==> src/rtl/pixel_depth_writer_pkg.sv <==
// Shared definitions for the pixel depth writer: field widths, the queued
// pixel record, FSM state encoding and a saturating counter helper.
// Ports: none (package).
package pixel_depth_writer_pkg;

  localparam int COORD_W = 16;
  localparam int DEPTH_W = 2;
  localparam int COLOR_W = 16;

  // Depth written during a frame clear: farthest possible value.
  localparam logic [DEPTH_W-1:0] CLEAR_DEPTH = 2'b11;

  // One queued pixel, 50 bits wide.
  typedef struct packed {
    logic [COORD_W-1:0] x;
    logic [COORD_W-1:0] y;
    logic [DEPTH_W-1:0] depth;
    logic [COLOR_W-1:0] color;
  } pixel_t;

  typedef enum logic [2:0] {
    ST_IDLE    = 3'd0,
    ST_READ    = 3'd1,
    ST_COMPARE = 3'd2,
    ST_WRITE   = 3'd3,
    ST_CLEAR   = 3'd4
  } state_t;

  function automatic logic [15:0] sat_inc16(input logic [15:0] v);
    return (v == 16'hFFFF) ? v : v + 16'd1;
  endfunction

endpackage

==> src/rtl/pixel_depth_writer_fifo.sv <==
// Purpose: synchronous FIFO of pixel records with full/empty/count status.
// Latency: a pushed entry is visible on pop_data the cycle after the push.
// Backpressure: push while full and pop while empty are ignored.
// Ports: clock, reset_n; push/push_data in; pop in, pop_data out (head entry);
//        full, empty, count status out.
module pixel_depth_writer_fifo
  import pixel_depth_writer_pkg::*;
#(
  parameter  int DEPTH = 4,
  localparam int PTR_W = $clog2(DEPTH),
  localparam int CNT_W = PTR_W + 1
) (
  input  logic             clock,
  input  logic             reset_n,
  input  logic             push,
  input  pixel_t           push_data,
  input  logic             pop,
  output pixel_t           pop_data,
  output logic             full,
  output logic             empty,
  output logic [CNT_W-1:0] count
);

  pixel_t             mem [DEPTH];
  logic [PTR_W-1:0]   wr_ptr;
  logic [PTR_W-1:0]   rd_ptr;
  logic               do_push;
  logic               do_pop;

  assign full     = (count == CNT_W'(DEPTH));
  assign empty    = (count == '0);
  assign do_push  = push & ~full;
  assign do_pop   = pop & ~empty;
  assign pop_data = mem[rd_ptr];

  // Storage needs no reset; only the pointers and count define validity.
  always_ff @(posedge clock) begin
    if (do_push) mem[wr_ptr] <= push_data;
  end

  // DEPTH is a power of two, so the pointers wrap naturally.
  always_ff @(posedge clock or negedge reset_n) begin
    if (!reset_n) begin
      wr_ptr <= '0;
      rd_ptr <= '0;
      count  <= '0;
    end else begin
      if (do_push) wr_ptr <= wr_ptr + PTR_W'(1);
      if (do_pop)  rd_ptr <= rd_ptr + PTR_W'(1);
      case ({do_push, do_pop})
        2'b10:   count <= count + CNT_W'(1);
        2'b01:   count <= count - CNT_W'(1);
        default: count <= count;
      endcase
    end
  end

endmodule

==> src/rtl/pixel_depth_writer.sv <==
// Purpose: queue rasterized pixels, depth-test against the Z-buffer and write
//          survivors to Z-buffer + framebuffer; also runs frame clear and done.
// Latency: pop -> read 1 cycle, write 3 cycles after pop; clear 1 addr/cycle.
// Backpressure: out_sig_stall when FIFO nearly full or clear pending/active;
//               pixels arriving on a full FIFO are dropped (sticky overflow).
// Ports: clock/reset_n; clear, pixel strobe + (x,y,depth,color), rasterize-done
//        in; stall/overflow/frame_done status out; shared memory address,
//        Z-buffer read/write and framebuffer write ports; pass counter out.
module pixel_depth_writer
  import pixel_depth_writer_pkg::*;
#(
  parameter int          FB_WIDTH    = 320,
  parameter int          FB_HEIGHT   = 240,
  parameter int          ADDR_W      = 17,
  parameter int          FIFO_DEPTH  = 4,
  parameter logic [15:0] CLEAR_COLOR = 16'hF000
) (
  input  logic                clock,
  input  logic                reset_n,
  input  logic                in_sig_clear,
  input  logic                in_sig_write_pixel,
  input  logic                in_sig_rasterize_done,
  input  logic [COORD_W-1:0]  in_pixel_x,
  input  logic [COORD_W-1:0]  in_pixel_y,
  input  logic [DEPTH_W-1:0]  in_pixel_depth,
  input  logic [COLOR_W-1:0]  in_pixel_color,
  output logic                out_sig_stall,
  output logic                out_sig_overflow,
  output logic                out_sig_frame_done,
  output logic [ADDR_W-1:0]   out_mem_addr,
  output logic                out_zbuf_rd_en,
  input  logic [DEPTH_W-1:0]  in_zbuf_rd_data,
  output logic                out_zbuf_wr_en,
  output logic [DEPTH_W-1:0]  out_zbuf_wr_data,
  output logic                out_fb_wr_en,
  output logic [COLOR_W-1:0]  out_fb_wr_data,
  output logic [15:0]         out_pixels_written
);

  localparam int CNT_W = $clog2(FIFO_DEPTH) + 1;
  localparam logic [ADDR_W-1:0] LAST_ADDR = ADDR_W'(FB_WIDTH * FB_HEIGHT - 1);

  state_t               state;
  pixel_t               push_pix;
  pixel_t               head;
  logic                 fifo_full;
  logic                 fifo_empty;
  logic [CNT_W-1:0]     fifo_count;
  logic                 clear_pending;
  logic                 done_pending;
  logic [DEPTH_W-1:0]   cur_depth;
  logic [COLOR_W-1:0]   cur_color;
  logic                 idle;
  logic                 pop;
  logic                 start_clear;
  logic                 fire_done;
  logic                 on_screen;
  logic [ADDR_W-1:0]    pixel_addr;

  assign push_pix = {in_pixel_x, in_pixel_y, in_pixel_depth, in_pixel_color};

  pixel_depth_writer_fifo #(.DEPTH(FIFO_DEPTH)) u_fifo (
    .clock     (clock),
    .reset_n   (reset_n),
    .push      (in_sig_write_pixel),
    .push_data (push_pix),
    .pop       (pop),
    .pop_data  (head),
    .full      (fifo_full),
    .empty     (fifo_empty),
    .count     (fifo_count)
  );

  assign idle = (state == ST_IDLE);
  // A pending clear waits for the queue to drain; queued pixels go first.
  assign pop         = idle & ~fifo_empty;
  assign start_clear = idle & fifo_empty & clear_pending;
  // Done is held back while a clear is about to start so the pulse always
  // follows every pixel that was queued ahead of it.
  assign fire_done   = idle & fifo_empty & ~clear_pending & done_pending;

  assign on_screen  = (head.x < COORD_W'(FB_WIDTH)) && (head.y < COORD_W'(FB_HEIGHT));
  assign pixel_addr = ADDR_W'(head.y) * ADDR_W'(FB_WIDTH) + ADDR_W'(head.x);

  assign out_sig_stall = (fifo_count >= CNT_W'(FIFO_DEPTH - 1)) | clear_pending |
                         (state == ST_CLEAR);

  always_ff @(posedge clock or negedge reset_n) begin
    if (!reset_n) begin
      state              <= ST_IDLE;
      clear_pending      <= 1'b0;
      done_pending       <= 1'b0;
      cur_depth          <= '0;
      cur_color          <= '0;
      out_sig_overflow   <= 1'b0;
      out_sig_frame_done <= 1'b0;
      out_mem_addr       <= '0;
      out_zbuf_rd_en     <= 1'b0;
      out_zbuf_wr_en     <= 1'b0;
      out_zbuf_wr_data   <= '0;
      out_fb_wr_en       <= 1'b0;
      out_fb_wr_data     <= '0;
      out_pixels_written <= '0;
    end else begin
      out_zbuf_rd_en     <= 1'b0;
      out_sig_frame_done <= fire_done;
      done_pending       <= in_sig_rasterize_done | (done_pending & ~fire_done);

      if (in_sig_clear && !clear_pending && state != ST_CLEAR) clear_pending <= 1'b1;
      if (in_sig_write_pixel && fifo_full) out_sig_overflow <= 1'b1;

      case (state)
        ST_IDLE: begin
          if (start_clear) begin
            state              <= ST_CLEAR;
            clear_pending      <= 1'b0;
            out_sig_overflow   <= 1'b0;
            out_pixels_written <= '0;
            out_mem_addr       <= '0;
            out_zbuf_wr_en     <= 1'b1;
            out_zbuf_wr_data   <= CLEAR_DEPTH;
            out_fb_wr_en       <= 1'b1;
            out_fb_wr_data     <= CLEAR_COLOR;
          end else if (pop && on_screen) begin
            // Off-screen pixels are popped and simply not followed up.
            state          <= ST_READ;
            out_mem_addr   <= pixel_addr;
            out_zbuf_rd_en <= 1'b1;
            cur_depth      <= head.depth;
            cur_color      <= head.color;
          end
        end
        ST_READ: begin
          // Z-buffer read is presented this cycle; data arrives in COMPARE.
          state <= ST_COMPARE;
        end
        ST_COMPARE: begin
          if (cur_depth <= in_zbuf_rd_data) begin
            state              <= ST_WRITE;
            out_zbuf_wr_en     <= 1'b1;
            out_zbuf_wr_data   <= cur_depth;
            out_fb_wr_en       <= 1'b1;
            out_fb_wr_data     <= cur_color;
            out_pixels_written <= sat_inc16(out_pixels_written);
          end else begin
            state <= ST_IDLE;
          end
        end
        ST_WRITE: begin
          state          <= ST_IDLE;
          out_zbuf_wr_en <= 1'b0;
          out_fb_wr_en   <= 1'b0;
        end
        ST_CLEAR: begin
          if (out_mem_addr == LAST_ADDR) begin
            state          <= ST_IDLE;
            out_zbuf_wr_en <= 1'b0;
            out_fb_wr_en   <= 1'b0;
          end else begin
            out_mem_addr <= out_mem_addr + ADDR_W'(1);
          end
        end
        default: state <= ST_IDLE;
      endcase
    end
  end

endmodule

==> config.mk <==
export PLATFORM = sky130hd
export DESIGN_NAME = pixel_depth_writer
export DESIGN_NICKNAME = d
export VERILOG_FILES = /design/src/rtl/pixel_depth_writer_pkg.sv /design/src/rtl/pixel_depth_writer_fifo.sv /design/src/rtl/pixel_depth_writer.sv
export SDC_FILE = /design/constraint.sdc
export NUM_CORES = 1
export LEC_CHECK = 0
export CORE_AREA = 5 5 221 116
export CTS_CLUSTER_SIZE = 40
export DETAILED_ROUTE_END_ITERATION = 16
export DIE_AREA = 0 0 226 121
export HOLD_SLACK_MARGIN = 0.03
export MAX_ROUTING_LAYER = met4
export PLACE_DENSITY = 0.77
export SLEW_MARGIN = 20
export SYNTH_ARGS = -nofsm -noshare
export SYNTH_HDL_FRONTEND = slang
export SYNTH_SLANG_ARGS = --single-unit
==> constraint.sdc <==
create_clock -name clock -period 7.2 [get_ports clock]
set_clock_uncertainty 0.15 [all_clocks]
set_input_delay 1.44 -clock clock [delete_from_list [all_inputs] [get_ports clock]]
set_output_delay 1.44 -clock clock [all_outputs]
set_load 0.05 [all_outputs]
==> results.json, run 1 <==
{
  "cts_tree": "yes",
  "die_h_um": 121,
  "wl_um": 27000,
  "p_total_mw": 7.37,
  "grt_pass1_vias": 7249,
  "synthCells": 788,
  "cts_resized": 0,
  "seq_area_frac_synth_pct": 66.7,
  "io_pins": 114,
  "ys_warn_count": 0,
  "port_buffers": 113,
  "post-dp-hpwl_um": 17700,
  "power_density_nw_per_um2": 507,
  "synth_cell_types": 65,
  "max_slew_margin_pct": 38.0,
  "vias": 7258,
  "dieArea_um2": 27300,
  "fin_crit_sh_pct": 64.6,
  "track_usage_pct": 20.7,
  "worst_hold_slack_ps": 336,
  "viasPerCell": 5.83,
  "period_needed_ps": 4650,
  "antenna_found_initial": 1,
  "final_core_util_pct": 62.0,
  "ir_drop_v": 0.000457,
  "rsz0062_at_grt": "no",
  "root_buffer": "clkbuf_16",
  "critPathLaunchType": "register",
  "clockBufferDepth": 3,
  "synthesis.area_um2": 12200,
  "synth-edff-count": 200,
  "syn_to_final_growth_pct": 19.3,
  "stdcell_area_um2": 14500,
  "nets": 1004,
  "power.leakage_nw": 5.30,
  "syn_nets": 882,
  "finalHoldViolCount": 0,
  "grt_overflow": 0,
  "grt_max_degree": 58,
  "rows": 40,
  "ys_ff_latch": 285,
  "path_max_fanout": 25,
  "finalSetupViolations": 0,
  "drv_slew": 0,
  "clk_pin_slew_worst_paths_ps": 70,
  "placed_cell_area_um2": 13700,
  "drtIter0Drc": 759,
  "die_w_um": 226,
  "place_inst": 1197,
  "cp.arrival_ps": 4930,
  "maxCapViolations": 0,
  "cts_buffers": 26,
  "avgSynthCellArea_um2": 15.5,
  "drive_gt1_share_pct": 13.1,
  "cp_data_required_time_ps": 7480,
  "grt_pass1_wl_um": 42400,
  "fmax_mhz": 215,
  "gp_congestion": 0.911,
  "status": "completed",
  "cts_sinks": 285,
  "clk_latency_ps": 560,
  "floorplan.initialDensity_pct": 51.9,
  "synth_ff_type": "edfxtp_1",
  "drtAntennaViolNets": 0,
  "path_class": "register to register",
  "worst_slew_pin_slew_ps": 923,
  "wl_per_cell_um": 21.7,
  "firstDrtPassIters": 5,
  "dpl_worst_slack_ps": 2560,
  "core_area_um2": 23500,
  "postCtsHoldBufs": 0,
  "holdCritPathClass": "register to register",
  "setup_ws_ps": 2550,
  "instances_no_fill": 1246,
  "drc_errors": 0,
  "synthArstFlopShare_pct": 29.8,
  "cp-end-kind": "register",
  "cts_max_level": 1,
  "post_cts_buffers": 0,
  "tns_ps": 0
}
path summary, 6_finish.rpt:
path                            slack, ps          startpoint                 end  depth (start not counted)
worst max-delay path                 2550    u_fifo.rd_ptr[0]    out_mem_addr[16]                         12
worst min-delay path                  340  out_fb_wr_data[10]  out_fb_wr_data[10]                          2
worst max register to register       2550    u_fifo.rd_ptr[0]    out_mem_addr[16]                         12
worst min register to register        340  out_fb_wr_data[10]  out_fb_wr_data[10]                          2
max in group asynchronous            5040             reset_n    u_fifo.rd_ptr[0]                          2
min in group asynchronous             670             reset_n     out_mem_addr[7]                          1
flip-flops by register name, indices dropped and copies added, names as in the netlist, 2 cells and up:
| name | flops |
|---|---|
| out_mem_addr | 17 |
| cur_depth | 2 |
| u_fifo.count | 3 |
| u_fifo.rd_ptr | 2 |
| state | 3 |
| out_fb_wr_data | 16 |
| out_zbuf_wr_data | 2 |
| u_fifo.wr_ptr | 2 |
| cur_color | 16 |
| out_pixels_written | 16 |
| u_fifo.mem | 200 |
where the power goes:
part / internal [mW] / switching (mW)
sequential: 2.11 / 0.255
clock: 0.791 / 0.617
combinational: 1.48 / 2.12
layout make-up:
cell class,instances,area [um2]
Tap cell,315,394
Clock inverter,17,196
Antenna cell,1,2.50
Multi-Input combinational cell,450,3830
Clock buffer,31,679
Timing Repair Buffer,125,1220
Fill cell,1746,8930
Inverter,22,82.6
Sequential cell,285,8140
layout by cell type (no fill, tap or decap), types with 14 or more instances in the layout:
cell             netlist  layout
a21oi_1               41      40
clkbuf_16              0      26
clkdlybuf4s50_1        0     112
dfrtp_1               85      83
edfxtp_1             200     200
ha_1                  34      34
inv_1                 22      22
mux2_1                14      14
mux4_2                47      47
nand2_1               60      60
nand3_1               16      16
nor2_1                26      26
nor3_1                16      16
o21ai_0               42      42
xnor2_1               16      16
logic make-up after synthesis:
logic type	Yosys count	share of synthesized area (%)
DFF	285	66.7
adders and majority gates	37	3.98
buffers and inverters	53	2.01
AOI/OAI and AO/OA	138	6.94
and+or+nand+nor	185	8.23
muxes	66	10.4
xor gates and xnor gates	24	1.72
Yosys cell counts (all sizes together), types with 6 or more instances:
library cell  number  area (um2)
a21o               8        60.1
mux2              17         191
xor2               8        70.1
nor2              28         129
and2               6        37.5
o2bb2ai            7        61.3
nand2             60         225
xnor2             16         140
or3                9        56.3
clkbuf            15        56.3
mux4              47        1060
o21ai             48         240
dfrtp             85        2130
inv               22        82.6
buf               16         106
nor2b              6        37.5
a21oi             41         205
edfxtp           200        6010
nor4               9        77.6
nand4             11        83.8
a31oi              9        56.3
nor3              17        90.1
ha                34         425
nand3             16        80.1
routing by layer:
| metal | vias to the layer above | global-route usage [%] | wire, um |
|---|---|---|---|
| met2 | 281 | 27.0 | 11000 |
| li1 | 3295 | - | - |
| met1 | 3635 | 33.0 | 13200 |
| met5 | - | - | 0 |
| met3 | 47 | 5.17 | 2320 |
| met4 | 0 | 4.12 | 463 |
critical path, cell delays in order, from the launching register on:
cell	delay [ps]
dfrtp_4	760
mux4_2	650
ha_1	310
ha_1	230
fa_1	410
a21o_1	170
a21oi_1	280
xnor2_1	120
ha_1	240
a2111oi_0	600
o31ai_1	220
a21o_1	190
a31o_1	210
Note: power is estimated with default switching activity, not from simulation.
==> inputs of run 2 (changes only) <==
==> constraint.sdc (replaced) <==
create_clock -name clock -period 4.6 [get_ports clock]
set_clock_uncertainty 0.15 [all_clocks]
set_input_delay 0.92 -clock clock [delete_from_list [all_inputs] [get_ports clock]]
set_output_delay 0.92 -clock clock [all_outputs]
set_load 0.05 [all_outputs]
==> results.json, run 2 (same netlist as run 1, synthesis figures left out) <==
{
  "top_regs": "u_fifo.mem x200, out_mem_addr x17",
  "syn_to_final_growth_pct": 19.5,
  "path_max_fanout": 9,
  "worst_slew_pin_slew_ps": 873,
  "fin_crit_sh_pct": 92.0,
  "port_buffers": 113,
  "fmax_mhz": 236,
  "floorplan.initialDensity_pct": 51.9,
  "track_usage_pct": 20.6,
  "grt_pass1_wl_um": 42600,
  "wl_per_cell_um": 21.6,
  "regMostFlops": "u_fifo.mem",
  "firstDrtPassIters": 5,
  "rows": 40,
  "r2r_end": "out_mem_addr[16]",
  "final_core_util_pct": 62.1,
  "maxCapViolations": 0,
  "grt_pass1_vias": 7246,
  "cts_resized": 0,
  "core_area_um2": 23500,
  "root_buffer": "clkbuf_16",
  "cp_data_required_time_ps": 4870,
  "dieArea_um2": 27300,
  "wl_um": 27100,
  "grt_overflow": 0,
  "drc_errors": 0,
  "cts_sinks": 285,
  "power.leakage_nw": 5.33,
  "postCtsHoldBufs": 0,
  "finalSetupViolations": 0,
  "most-common-layout-cells": "edfxtp_1 (200), clkdlybuf4s50_1 (112), dfrtp_1 (83), nand2_1 (60), mux4_2 (47)",
  "grt_max_degree": 63,
  "period_needed_ps": 4230,
  "drtAntennaViolNets": 0,
  "nets": 1011,
  "cp-end-kind": "register",
  "rsz0062_at_grt": "no",
  "drtIter0Drc": 664,
  "ir_drop_v": 0.000679,
  "finalHoldViolCount": 0,
  "stdcell_area_um2": 14600,
  "cts_buffers": 25,
  "post-dp-hpwl_um": 18900,
  "viasPerCell": 5.80,
  "cts_max_level": 1,
  "r2r_setup_slack_ps": 370,
  "die_w_um": 226,
  "path_class": "register to register",
  "drv_slew": 0,
  "vias": 7253,
  "tns_ps": 0,
  "clk_latency_ps": 540,
  "critPathLaunchType": "register",
  "max_slew_margin_pct": 41.4,
  "die_h_um": 121,
  "io_pins": 114,
  "largest_reg_flops": 200,
  "drive_gt1_share_pct": 13.4,
  "power_density_nw_per_um2": 789,
  "r2r-start": "u_fifo.rd_ptr[0]",
  "clk_pin_slew_worst_paths_ps": 70,
  "final_common_cell": "edfxtp_1",
  "status": "completed",
  "gp_congestion": 0.930,
  "cp.arrival_ps": 4500,
  "p_total_mw": 11.5,
  "worst_hold_slack_ps": 340,
  "cts_tree": "yes",
  "placed_cell_area_um2": 13800,
  "holdCritPathClass": "input port to asynchronous set/reset pin",
  "clockBufferDepth": 3,
  "post_cts_buffers": 0,
  "antenna_found_initial": 1,
  "ff2ff_path_depth": 14
}
## run 2: cell types whose count changed in the layout (fill, tap and decap cells not counted), sizes merged
cell and change:
buf +8, clkinvlp -4, clkbuf +1, clkinv -1, inv +1
## run 2: area by class of cell
type | count | area, um2
Fill cell | 1740 | 8900
Sequential cell | 285 | 8140
Multi-Input combinational cell | 450 | 3830
Timing Repair Buffer | 133 | 1320
Clock buffer | 32 | 652
Tap cell | 315 | 394
Clock inverter | 13 | 154
Inverter | 22 | 82.6
Antenna cell | 1 | 2.50
## run 2: worst max path at each step
stage	start	end	slack, ps	depth (start not counted)
6_report	u_fifo.rd_ptr[0]	out_mem_addr[16]	370	14
5_1_grt	u_fifo.rd_ptr[0]	out_mem_addr[16]	90	14
4_1_cts	u_fifo.rd_ptr[0]	out_mem_addr[16]	370	14
3_5_place_dp	u_fifo.rd_ptr[0]	out_mem_addr[16]	410	14
3_3_place_gp	u_fifo.rd_ptr[0]	out_mem_addr[16]	420	14
2_1_floorplan	u_fifo.rd_ptr[0]	out_mem_addr[15]	20	18
## run 2: where the power goes
part,switching (mW),total [mW],internal (mW),leakage (nW)
Clock,0.921,2.10,1.18,0.398
Combinational,3.38,5.79,2.40,2.00
Sequential,0.314,3.61,3.30,2.93
Total,4.62,11.5,6.88,5.33
## run 2: critical path: stages, from the launching register on
cell and delay, ps:
dfrtp_4 520, mux4_2 580, ha_1 320, ha_1 230
fa_1 410, a21o_1 180, a21oi_1 230, o21ai_0 110
a21oi_1 180, xnor2_1 90, ha_1 400, nand2_1 70
o31ai_1 320, nand3_1 120, a31o_1 220
## run 2: metal layers
metal	wire [um]	global-route usage (%)	vias up
li1	-	-	3300
met1	13500	33.5	3669
met2	11200	26.9	254
met3	2040	4.38	30
met4	300	3.21	0
met5	0	-	-
## run 2: stage by stage
| step | setup slack [ps] | std cells |
|---|---|---|
| final | 369 | 1251 |
| after floorplan | 20.1 | 788 |
| after global routing | 92.0 | 1251 |
| after CTS | 371 | 1250 |
| after global placement | 424 | 1205 |
| after detailed placement | 407 | 1205 |
